$ cat src/rtl/axis_spi_slave_cfg.sv
// SPI slave with configurable word width, CPOL/CPHA and bit order, oversampled in the aclk domain.
// Received words leave on an AXI4-Stream master port; transmit words are pulled from an AXIS slave port.
module axis_spi_slave_cfg #(
  parameter int C_DATA_WIDTH  = 8,
  parameter int C_CPOL        = 0,
  parameter int C_CPHA        = 1,
  parameter int C_MSB_FIRST   = 1,
  parameter int C_SYNC_STAGES = 2
) (
  input  logic                    aclk,
  input  logic                    aresetn,
  input  logic                    SS_I,
  output logic                    SS_O,
  output logic                    SS_T,
  input  logic                    SCK_I,
  output logic                    SCK_O,
  output logic                    SCK_T,
  input  logic                    IO0_I,
  output logic                    IO0_O,
  output logic                    IO0_T,
  output logic                    IO1_O,
  output logic                    IO1_T,
  output logic [C_DATA_WIDTH-1:0] axis_rx_tdata,
  output logic                    axis_rx_tvalid,
  input  logic                    axis_rx_tready,
  input  logic [C_DATA_WIDTH-1:0] axis_tx_tdata,
  input  logic                    axis_tx_tvalid,
  output logic                    axis_tx_tready,
  output logic                    frame_active,
  output logic                    rx_overflow,
  output logic                    tx_underrun,
  output logic                    frame_abort
);

  localparam int W  = C_DATA_WIDTH;
  localparam int S  = C_SYNC_STAGES;
  localparam int CW = $clog2(C_DATA_WIDTH);
  localparam logic          SCK_IDLE = (C_CPOL != 0);
  localparam logic [CW-1:0] LAST_BIT = CW'(W - 1);

  logic [S-1:0]  ss_sync, sck_sync, mosi_sync, flush;
  logic          sck_prev, blocked, sel_prev;
  logic [CW-1:0] bit_cnt;
  logic [W-1:0]  rx_shift, tx_shift, rx_next, tx_next;
  logic          ss_s, sck_s, mosi_s, sel, frame_start, frame_end;
  logic          lead_edge, trail_edge, sample_edge, shift_edge;
  logic          word_done, rx_free, tx_load;

  assign SS_O  = 1'b1;
  assign SS_T  = 1'b1;
  assign SCK_O = 1'b0;
  assign SCK_T = 1'b1;
  assign IO0_O = 1'b0;
  assign IO0_T = 1'b1;

  // NOTE: chains are preset to the idle bus levels (SS high, SCK at CPOL) so leaving reset
  // never fabricates an SS or SCK edge. flush marks when the chains hold real samples again.
  always_ff @(posedge aclk) begin
    if (!aresetn) begin
      ss_sync   <= '1;
      sck_sync  <= {S{SCK_IDLE}};
      mosi_sync <= '0;
      flush     <= '0;
      sck_prev  <= SCK_IDLE;
      blocked   <= 1'b1;
      sel_prev  <= 1'b0;
    end else begin
      ss_sync   <= {ss_sync[S-2:0], SS_I};
      sck_sync  <= {sck_sync[S-2:0], SCK_I};
      mosi_sync <= {mosi_sync[S-2:0], IO0_I};
      flush     <= {flush[S-2:0], 1'b1};
      sck_prev  <= sck_sync[S-1];
      sel_prev  <= sel;
      // A frame cut by reset stays ignored until SS has genuinely been seen high.
      if (flush[S-1] && ss_sync[S-1]) blocked <= 1'b0;
    end
  end

  assign ss_s        = ss_sync[S-1];
  assign sck_s       = sck_sync[S-1];
  assign mosi_s      = mosi_sync[S-1];
  assign sel         = !ss_s && !blocked;
  assign frame_start = sel && !sel_prev;
  assign frame_end   = !sel && sel_prev;

  assign lead_edge   = sel && (sck_prev == SCK_IDLE) && (sck_s != SCK_IDLE);
  assign trail_edge  = sel && (sck_prev != SCK_IDLE) && (sck_s == SCK_IDLE);
  assign sample_edge = (C_CPHA != 0) ? trail_edge : lead_edge;
  assign shift_edge  = (C_CPHA != 0) ? lead_edge : trail_edge;

  assign rx_next = (C_MSB_FIRST != 0) ? {rx_shift[W-2:0], mosi_s} : {mosi_s, rx_shift[W-1:1]};
  assign tx_next = (C_MSB_FIRST != 0) ? {tx_shift[W-2:0], 1'b0} : {1'b0, tx_shift[W-1:1]};

  assign word_done = sample_edge && (bit_cnt == LAST_BIT);
  assign rx_free   = !axis_rx_tvalid || axis_rx_tready;
  // bit_cnt is 0 on a shift edge only before a word's first bit (CPHA=1) or right after a
  // word completes (CPHA=0); CPHA=0 also needs the first word ready at SS assert.
  assign tx_load   = (shift_edge && (bit_cnt == '0)) || ((C_CPHA == 0) && frame_start);

  assign axis_tx_tready = tx_load && axis_tx_tvalid;
  assign IO1_O          = (C_MSB_FIRST != 0) ? tx_shift[W-1] : tx_shift[0];
  assign IO1_T          = !frame_active;
  assign frame_active   = sel_prev;

  // NOTE: all state here is updated with non-blocking assignments so every branch reads the
  // pre-edge values; a later assignment to the same register intentionally overrides an earlier one.
  always_ff @(posedge aclk) begin
    if (!aresetn) begin
      bit_cnt        <= '0;
      rx_shift       <= '0;
      tx_shift       <= '0;
      axis_rx_tdata  <= '0;
      axis_rx_tvalid <= 1'b0;
      rx_overflow    <= 1'b0;
      tx_underrun    <= 1'b0;
      frame_abort    <= 1'b0;
    end else begin
      rx_overflow <= 1'b0;
      tx_underrun <= 1'b0;
      frame_abort <= 1'b0;

      if (axis_rx_tvalid && axis_rx_tready) axis_rx_tvalid <= 1'b0;

      if (frame_end) begin
        bit_cnt     <= '0;
        rx_shift    <= '0;
        frame_abort <= (bit_cnt != '0);
      end else if (sample_edge) begin
        rx_shift <= rx_next;
        bit_cnt  <= word_done ? '0 : bit_cnt + 1'b1;
        if (word_done) begin
          if (rx_free) begin
            axis_rx_tdata  <= rx_next;
            axis_rx_tvalid <= 1'b1;
          end else begin
            rx_overflow <= 1'b1;
          end
        end
      end

      if (tx_load) begin
        tx_shift    <= axis_tx_tvalid ? axis_tx_tdata : '0;
        tx_underrun <= !axis_tx_tvalid;
      end else if (shift_edge) begin
        tx_shift <= tx_next;
      end
    end
  end

endmodule
$ cat config.mk
export PLATFORM = sky130hd
export DESIGN_NAME = axis_spi_slave_cfg
export DESIGN_NICKNAME = d
export VERILOG_FILES = /design/src/rtl/axis_spi_slave_cfg.sv
export SDC_FILE = /design/constraint.sdc
export NUM_CORES = 1
export LEC_CHECK = 0
export BUFFER_PORTS_ARGS = -buffer_cell sky130_fd_sc_hd__buf_4
export CORE_MARGIN = 4
export CORE_UTILIZATION = 50
export DETAILED_ROUTE_END_ITERATION = 16
export PLACE_DENSITY = 0.75
export SLEW_MARGIN = 20
export SYNTH_ARGS = -nofsm -noshare
export SYNTH_HDL_FRONTEND = slang
export SYNTH_SLANG_ARGS = --single-unit
$ cat constraint.sdc
create_clock -name aclk -period 2.75 [get_ports aclk]
set_input_delay 0.275 -clock aclk [delete_from_list [all_inputs] [get_ports aclk]]
set_output_delay 0.275 -clock aclk [all_outputs]
set_load 0.02 [all_outputs]
==> impl_metrics.env, run 1 <==
export IMPL_drtIter0Drc=65
export IMPL_drt_drc_violations_left=0
export IMPL_tritoncts_clock_tree="done"
export IMPL_endpoint_type_of_the_worst_setup_path="output port"
export IMPL_achievable_frequency_ghz=0.536
export IMPL_syn2layout_area_growth_pct=17.6
export IMPL_wl_per_cell_um=11.9
export IMPL_post_synth_instance_area_sq_mm=0.00158
export IMPL_critical_path_peak_fanout=9
export IMPL_yosysUniqueCellTypes=26
export IMPL_status="completed"
export IMPL_fp_dieW_um=64.2
export IMPL_final_area_sq_mm=0.00186
export IMPL_drt_wl_total_mm=2.94
export IMPL_cts_num_sinks=41
export IMPL_first_pass_grt_wire_length_mm=5.12
export IMPL_ys_ff_latch=41
export IMPL_regArea_sq_um=821
export IMPL_netlist_area_leader_share=0.520
export IMPL_fill_cells=286
export IMPL_dp_hpwl_mm=2.20
export IMPL_max_cap_violations=0
export IMPL_ys_top_cells_by_area="sky130_fd_sc_hd__dfxtp_1, sky130_fd_sc_hd__nand2_1, sky130_fd_sc_hd__mux2i_1"
export IMPL_multi_input_comb_area_sq_um=674
export IMPL_dieArea_sq_mm=0.00412
export IMPL_chipHeight_um=64.2
export IMPL_power_per_cell_area_mw_per_mm2=499
export IMPL_clockBufferDepth=2
export IMPL_postRouteAntennaNets=0
export IMPL_postcts_setup_bufs=0
export IMPL_mean_post_synth_cell_area_sq_um=9.02
export IMPL_detail_route_first_pass_iterations=4
export IMPL_worstHoldPathCells=2
export IMPL_cell_with_the_most_instances_after_synthesis="sky130_fd_sc_hd__nand2_1"
export IMPL_gr_usage_all_layers=0.156
export IMPL_via_count=1233
export IMPL_gr_total_overflow=0
export IMPL_vdd_ir_drop_max_mv=0.353
export IMPL_clk_latency_ps=340
export IMPL_final_period_utilization=0.678
export IMPL_proportion_of_layout_cells_with_a_drive_suffix_above_1=0.207
export IMPL_worstMarginPinSlew_ps=497
export IMPL_h_tree_depth=2
export IMPL_coreArea_sq_mm=0.00303
export IMPL_post_synth_top_area_cell="sky130_fd_sc_hd__dfxtp_1"
export IMPL_final_period_minus_worst_setup_slack_ps=1870
export IMPL_yosysWarningCount=0
export IMPL_worst_reg2reg_path_length_in_cells=3
export IMPL_grt_pass1_vias=1222
export IMPL_place_congestion=0.717
export IMPL_timing_setup_tns_ps=0
export IMPL_crit_required_ps=2480
export IMPL_timing_critical_path_arrival_ps=1590
export IMPL_synthesis_instances=175
export IMPL_crit_path_start_kind="register"
export IMPL_grt_antenna_before_repair=0
export IMPL_cts_root_buffer_cell="sky130_fd_sc_hd__clkbuf_4"
export IMPL_synthArstFlopShare=0
export IMPL_antenna_cells_inserted=0
export IMPL_final_hold_violation_count=0
export IMPL_final_cells=247
export IMPL_crit_type="register to output port"
export IMPL_initial_standard_cell_utilization_of_the_core=0.521
export IMPL_placed_area_sq_mm=0.00181
export IMPL_max_slew_margin_rel=0.668
export IMPL_synth_flop_cell="sky130_fd_sc_hd__dfxtp_1"
export IMPL_cts_hold_repair_buffers=0
export IMPL_power_leakage_uw=0.000738
export IMPL_min_path_type="input pin to register"
export IMPL_grt_start_max_net_pins=40
export IMPL_netlist_top_cells_count="sky130_fd_sc_hd__nand2_1, sky130_fd_sc_hd__dfxtp_1, sky130_fd_sc_hd__a21oi_1, sky130_fd_sc_hd__clkbuf_1, sky130_fd_sc_hd__o21ai_0"
export IMPL_final_setup_skew_ps=7.58
export IMPL_numPlacedInstances=239
export IMPL_setup_repair_after_global_routing_missed_its_margin="false"
export IMPL_post_synth_edffs=0
export IMPL_cts_resized=0
export IMPL_finalMaxSlewViolations=0
export IMPL_number_of_nets_in_the_layout=220
export IMPL_portBuffers=30
export IMPL_rows=20
export IMPL_setup_violations_final=0
export IMPL_cts_buffers_inserted=5
export IMPL_synth_sequential_area_ratio=0.520
export IMPL_clk_transition_reported_paths_ps=110
export IMPL_ios=37
export IMPL_vias_per_cell=4.99
==> area by class of cell <==
type | count | area share
clock buffer | 6 | 0.0222
clock inverter | 2 | 0.00539
inverter | 4 | 0.00809
multi-input combinational | 118 | 0.363
sequential | 41 | 0.442
tap | 44 | 0.0296
timing repair buffer | 32 | 0.129
==> placed cells by master, fill, tap and decap left out, types with 4 or more instances in the layout <==
cell type                  Yosys  routed
sky130_fd_sc_hd__dfxtp_1      41      41
sky130_fd_sc_hd__inv_1         4       4
sky130_fd_sc_hd__clkbuf_4      0       5
sky130_fd_sc_hd__a21oi_1      10      10
sky130_fd_sc_hd__buf_4         6      32
sky130_fd_sc_hd__o21ai_0       9       9
sky130_fd_sc_hd__nand2_1      42      42
sky130_fd_sc_hd__mux2i_1       8       8
sky130_fd_sc_hd__nor2_1        8       8
sky130_fd_sc_hd__and2_1        6       6
sky130_fd_sc_hd__a221oi_1      7       7
sky130_fd_sc_hd__conb_1        2       6
sky130_fd_sc_hd__nor4b_1       4       4
==> stage by stage <==
stage                     worst slack [ps]  utilization  hold WS [ps]  total power (uW)
after floorplan                       1060            -           303               650
after global placement                1030        0.596           395               661
after detailed placement               949        0.596           403               663
after CTS                              872        0.613          85.5               939
after global routing                   720        0.613          92.3               970
final                                  885        0.613           103               927
==> flip-flops by register name (all words and copies together) (netlist names), 2 cells and up <==
signal,count
ss_sync,2
sck_sync,2
tx_shift,8
bit_cnt,3
rx_shift,7
mosi_sync,2
axis_rx_tdata,8
flush,2
==> cell families (layout without fill, tap and decap cells) <==
| group | after synthesis | after routing | share of synthesized area |
|---|---|---|---|
| DFF | 41 | 41 | 0.520 |
| muxes | 8 | 8 | 0.0507 |
| buffers and inverters | 20 | 44 | 0.0626 |
| adders and majority gates | 3 | 3 | 0.0238 |
| other | 2 | 6 | 0.00476 |
| AOI/OAI and AO/OA | 27 | 27 | 0.104 |
| and+or+nand+nor | 74 | 74 | 0.235 |
==> critical path: stages (launching register included) <==
cell                      delay, ps
sky130_fd_sc_hd__dfxtp_1        370
sky130_fd_sc_hd__nor4b_1        370
sky130_fd_sc_hd__buf_4          220
sky130_fd_sc_hd__and3_1         160
sky130_fd_sc_hd__buf_4          130
==> path summary, 6_finish.rpt <==
kind	startpoint	end	slack, ps
min	axis_rx_tready	rx_overflow	100
max reg2reg	blocked	axis_rx_tdata[7]	950
min reg2reg	ss_sync[0]	ss_sync[1]	420
max	blocked	axis_tx_tready	880
==> where the power goes <==
group          switching [uW]  internal, uW  total (uW)
Combinational            24.5          18.7        43.2
Sequential               4.68           601         606
Clock                     180          97.4         278
==> layer usage <==
metal | vias to the layer above | global-route usage | wire (um)
met5 | - | 0 | 0
met4 | 0 | 0.0554 | 44
met3 | 7 | 0.0598 | 241
met2 | 34 | 0.276 | 1390
met1 | 566 | 0.169 | 1270
li1 | 626 | - | -
(Power assumes the default switching activity.)
==> run 2: changes to the inputs <==
==> constraint.sdc (replaced) <==
create_clock -name aclk -period 1.81 [get_ports aclk]
set_input_delay 0.181 -clock aclk [delete_from_list [all_inputs] [get_ports aclk]]
set_output_delay 0.181 -clock aclk [all_outputs]
set_load 0.02 [all_outputs]
==> run 2 against run 1 <==
Compared with the run above: via count is 3.6% higher; critical path type is now register to register; flip-flop and latch count is the same; die area unchanged; first-iteration DRC count increased by 51%; cell count up 2.0%; clock skew up 7.4 ps; register-to-register slack lost 870 ps; utilization grew 3.6 points; non-clock buffer count is 5 higher; count of clock-buffer cells in the layout down 1; total power increased by 86%; critical path depth is 2 lower.
==> impl_metrics.env, run 2 (same netlist as run 1, synthesis figures left out) <==
export IMPL_setup_repair_after_global_routing_missed_its_margin="false"
export IMPL_drt_drc_violations_left=0
export IMPL_postcts_setup_bufs=0
export IMPL_cts_num_sinks=41
export IMPL_vias_per_cell=5.07
export IMPL_ios=37
export IMPL_grt_start_max_net_pins=23
export IMPL_clk_latency_ps=360
export IMPL_crit_required_ps=2050
export IMPL_grt_antenna_before_repair=0
export IMPL_achievable_frequency_ghz=0.576
export IMPL_worstHoldPathCells=2
export IMPL_first_pass_grt_wire_length_mm=5.40
export IMPL_postRouteAntennaNets=0
export IMPL_clk_transition_reported_paths_ps=130
export IMPL_final_common_cell="sky130_fd_sc_hd__nand2_1"
export IMPL_setup_violations_final=0
export IMPL_finalMaxSlewViolations=0
export IMPL_min_path_type="input pin to register"
export IMPL_max_cap_violations=0
export IMPL_final_period_minus_worst_setup_slack_ps=1730
export IMPL_status="completed"
export IMPL_endpoint_type_of_the_worst_setup_path="register"
export IMPL_gr_usage_all_layers=0.172
export IMPL_dieArea_sq_mm=0.00412
export IMPL_busiest_layer="met2"
export IMPL_rr_endpoint="tx_underrun"
export IMPL_coreArea_sq_mm=0.00303
export IMPL_cts_root_buffer_cell="sky130_fd_sc_hd__clkbuf_4"
export IMPL_final_hold_violation_count=0
export IMPL_portBuffers=30
export IMPL_largest_registers="axis_rx_tdata (8), tx_shift (8), rx_shift (7)"
export IMPL_number_of_nets_in_the_layout=225
export IMPL_crit_path_start_kind="register"
export IMPL_timing_setup_tns_ps=0
export IMPL_final_critical_path_setup_slack_ps=75.3
export IMPL_wl_per_cell_um=12.9
export IMPL_place_congestion=0.724
export IMPL_timing_critical_path_arrival_ps=1970
export IMPL_final_cells=252
export IMPL_proportion_of_layout_cells_with_a_drive_suffix_above_1=0.226
export IMPL_antenna_cells_inserted=0
export IMPL_power_leakage_uw=0.000787
export IMPL_vdd_ir_drop_max_mv=0.602
export IMPL_fp_dieW_um=64.2
export IMPL_initial_standard_cell_utilization_of_the_core=0.521
export IMPL_dp_hpwl_mm=2.31
export IMPL_grt_use_met3=0.0650
export IMPL_final_period_utilization=0.958
export IMPL_crit_type="register to register"
export IMPL_critical_path_peak_fanout=9
export IMPL_rows=20
export IMPL_power_total_uw=1720
export IMPL_numPlacedInstances=241
export IMPL_final_setup_skew_ps=15.0
export IMPL_drt_wl_total_mm=3.26
export IMPL_power_per_cell_area_mw_per_mm2=876
export IMPL_cts_buffers_inserted=5
export IMPL_hold_ws_ps=35.6
export IMPL_clockBufferDepth=2
export IMPL_r2r_slack_ps=80
export IMPL_worst_hold_launch="IO0_I"
export IMPL_grt_pass1_vias=1225
export IMPL_use_met1=0.184
export IMPL_worst_reg2reg_path_length_in_cells=2
export IMPL_detail_route_first_pass_iterations=4
export IMPL_via_count=1278
export IMPL_tritoncts_clock_tree="done"
export IMPL_chipHeight_um=64.2
export IMPL_detailedPlace_worstSlack_ps=109
export IMPL_layout_cells_most_common_list="sky130_fd_sc_hd__nand2_1, sky130_fd_sc_hd__dfxtp_1, sky130_fd_sc_hd__buf_4, sky130_fd_sc_hd__a21oi_1, sky130_fd_sc_hd__o21ai_0"
export IMPL_syn2layout_area_growth_pct=24.6
export IMPL_h_tree_depth=2
export IMPL_drtIter0Drc=98
export IMPL_hold_path_endpoint="mosi_sync[0]"
export IMPL_grt_met2_usage=0.297
export IMPL_rr_startpoint="blocked"
export IMPL_gr_total_overflow=0
run 2: final cells by class:
type                    instances  area [sq um]
fillers                       259          1060
repair buffers                 37           289
flip-flops and latches         41           821
multi-input cells             118           684
clock inverters                 3          65.1
clock buffers                   5          37.5
inverters                       4          15.0
well taps                      44          55.1
run 2: per-layer routing:
metal,share of wire,vias to the layer above
met2,0.48,45
met1,0.42,592
met4,0.020,0
met5,0,-
met3,0.080,4
li1,-,637
run 2: report_power, final:
part | total, uW | switching [uW] | internal (uW)
Combinational | 74.3 | 40.1 | 34.2
Clock | 727 | 300 | 428
Sequential | 921 | 7.70 | 914
Total | 1720 | 348 | 1380
run 2: worst max-delay path by stage:
stage | start | end | cells past startpoint
after global routing | blocked | axis_tx_tready | 4
after CTS | blocked | axis_tx_tready | 4
after global placement | blocked | axis_rx_tdata[6] | 4
after detailed placement | blocked | tx_underrun | 2
after floorplan | blocked | axis_tx_tready | 2
final | blocked | tx_underrun | 2
run 2: metrics by stage:
| stage | util | cell area [sq um] |
|---|---|---|
| 2_1_floorplan | - | 1590 |
| 3_3_place_gp | 0.601 | 1820 |
| 3_5_place_dp | 0.601 | 1820 |
| 4_1_cts | 0.642 | 1940 |
| 5_1_grt | 0.650 | 1970 |
| 6_report | 0.650 | 1970 |
run 2: repair_timing:
action / 4_1_cts / 5_1_grt
resized for setup: 0 / 3
endpoints found under the hold margin: 2 / 1
setup endpoints to repair: 0 / 2
hold buffers: 2 / 1
run 2: worst max-delay path, cell delays in order, from the launching register on:
cell	delay, ps
sky130_fd_sc_hd__dfxtp_1	390
sky130_fd_sc_hd__or4b_2	810
sky130_fd_sc_hd__nor4b_1	430
==> run 3: changes to the inputs <==
--- a/config.mk
+++ b/config.mk
@@ -5,11 +5,11 @@
 export SDC_FILE = /design/constraint.sdc
 export NUM_CORES = 1
 export LEC_CHECK = 0
-export BUFFER_PORTS_ARGS = -buffer_cell sky130_fd_sc_hd__buf_4
+export CORE_ASPECT_RATIO = 2
 export CORE_MARGIN = 4
 export CORE_UTILIZATION = 50
 export DETAILED_ROUTE_END_ITERATION = 16
-export PLACE_DENSITY = 0.75
+export DONT_BUFFER_PORTS = 1
 export SLEW_MARGIN = 20
 export SYNTH_ARGS = -nofsm -noshare
 export SYNTH_HDL_FRONTEND = slang
==> run 3 against run 2 <==
Compared with the run above: sequential power hardly changed; first-iteration DRC count decreased by 84%; register-to-register slack gained 90 ps; worst hold slack got worse by 23 ps; die area grew 1.3%; total power shrank 0.99%; via count is 8.8% lower; non-clock buffer count decreased by 28; maximum frequency grew 4.6%; clock power up 2%; highest routed layer unchanged.
==> impl_metrics.env, run 3 (same netlist as run 1, synthesis figures left out) <==
export IMPL_cts_resized=0
export IMPL_dieArea_sq_mm=0.00418
export IMPL_fp_dieW_um=47.7
export IMPL_finalMaxSlewViolations=0
export IMPL_numPlacedInstances=197
export IMPL_antenna_cells_inserted=0
export IMPL_vias_per_cell=5.55
export IMPL_regArea_sq_um=821
export IMPL_grt_antenna_before_repair=0
export IMPL_multi_input_comb_area_sq_um=674
export IMPL_layout_cells_most_common_list="sky130_fd_sc_hd__nand2_1, sky130_fd_sc_hd__dfxtp_1, sky130_fd_sc_hd__a21oi_1, sky130_fd_sc_hd__o21ai_0"
export IMPL_vdd_ir_drop_max_mv=0.617
export IMPL_timing_setup_tns_ps=0
export IMPL_ios=37
export IMPL_min_path_type="input pin to register"
export IMPL_final_hold_violation_count=0
export IMPL_setup_repair_after_global_routing_missed_its_margin="false"
export IMPL_final_cells=210
export IMPL_wl_per_cell_um=14.3
export IMPL_clk_transition_reported_paths_ps=70
export IMPL_rows=28
export IMPL_gr_usage_all_layers=0.163
export IMPL_crit_required_ps=1630
export IMPL_endpoint_type_of_the_worst_setup_path="output port"
export IMPL_achievable_frequency_ghz=0.603
export IMPL_final_area_sq_mm=0.00174
export IMPL_setup_violations_final=0
export IMPL_launching_element_of_the_worst_setup_path="blocked"
export IMPL_postRouteAntennaNets=0
export IMPL_clockBufferDepth=2
export IMPL_largest_registers="axis_rx_tdata (8), tx_shift (8), rx_shift (7)"
export IMPL_tritoncts_clock_tree="done"
export IMPL_hold_path_endpoint="flush[1]"
export IMPL_worstHoldPathCells=1
export IMPL_detail_route_first_pass_iterations=4
export IMPL_grt_pass1_vias=1116
export IMPL_crit_type="register to output port"
export IMPL_cts_root_buffer_cell="sky130_fd_sc_hd__clkbuf_8"
export IMPL_drt_drc_violations_left=0
export IMPL_r2r_slack_ps=170
export IMPL_final_common_cell="sky130_fd_sc_hd__nand2_1"
export IMPL_number_of_nets_in_the_layout=197
export IMPL_rr_startpoint="blocked"
export IMPL_syn2layout_area_growth_pct=10.5
export IMPL_drt_wl_total_mm=3.01
export IMPL_cts_num_sinks=41
export IMPL_cts_buffers_inserted=5
export IMPL_placed_area_sq_mm=0.00158
export IMPL_h_tree_depth=2
export IMPL_clk_latency_ps=290
export IMPL_chipHeight_um=87.5
export IMPL_dp_hpwl_mm=2.15
export IMPL_power_leakage_uw=0.000642
export IMPL_coreArea_sq_mm=0.00301
export IMPL_drtIter0Drc=16
export IMPL_proportion_of_layout_cells_with_a_drive_suffix_above_1=0.0778
export IMPL_postcts_setup_bufs=0
export IMPL_final_period_minus_worst_setup_slack_ps=1660
export IMPL_fill_cells=279
export IMPL_place_congestion=0.702
export IMPL_rr_endpoint="tx_shift[1]"
export IMPL_worst_reg2reg_path_length_in_cells=3
export IMPL_cts_hold_repair_buffers=4
export IMPL_power_per_cell_area_mw_per_mm2=978
export IMPL_grt_start_max_net_pins=36
export IMPL_status="completed"
export IMPL_final_period_utilization=0.916
export IMPL_critical_path_peak_fanout=9
export IMPL_crit_path_start_kind="register"
export IMPL_final_setup_skew_ps=7.58
export IMPL_worst_hold_launch="aresetn"
export IMPL_via_count=1165
export IMPL_final_core_util=0.579
export IMPL_portBuffers=0
export IMPL_initial_standard_cell_utilization_of_the_core=0.524
export IMPL_timing_critical_path_arrival_ps=1480
export IMPL_gr_total_overflow=0
export IMPL_first_pass_grt_wire_length_mm=4.86
export IMPL_max_cap_violations=0
run 3: area by class of cell:
type	count	area share
multi-input combinational	118	0.387
clock buffer	7	0.0495
clock inverter	1	0.0172
tap	30	0.0215
sequential	41	0.471
timing repair buffer	9	0.0459
inverter	4	0.00861
run 3: critical path, cell delays in order (launching register included):
cell and delay (ps):
sky130_fd_sc_hd__dfxtp_1 360, sky130_fd_sc_hd__nor4b_1 320, sky130_fd_sc_hd__buf_4 210, sky130_fd_sc_hd__and3_1 290
run 3: stage by stage:
step                setup slack [ps]  total power, uW  hold slack (ps)
finish                           151             1710             13.0
global route                    30.0             1770             1.54
CTS                              151             1730             3.74
detailed placement               175              973              211
global placement                 231              971              211
floorplan                        215              987              209
run 3: power breakdown:
| part | switching, uW | total (uW) | internal [uW] | leakage [uW] |
|---|---|---|---|---|
| clock network | 295 | 744 | 449 | 0.0000585 |
| logic | 25.0 | 41.2 | 16.2 | 0.000251 |
| registers | 7.82 | 921 | 913 | 0.000332 |
| total | 327 | 1710 | 1380 | 0.000642 |
run 3: worst max path at each step:
stage	end	cells after the start
CTS	axis_tx_tready	3
floorplan	axis_tx_tready	2
detailed placement	tx_underrun	2
global route	axis_tx_tready	3
finish	axis_tx_tready	3
global placement	tx_underrun	2
run 3: layer usage:
| layer | share of wire | vias up | routed length [um] | global-route usage |
|---|---|---|---|---|
| li1 | - | 578 | - | - |
| met1 | 0.34 | 553 | 1020 | 0.145 |
| met2 | 0.57 | 28 | 1700 | 0.296 |
| met3 | 0.070 | 6 | 209 | 0.0538 |
| met4 | 0.024 | 0 | 71 | 0.0809 |
| met5 | 0 | - | 0 | 0 |
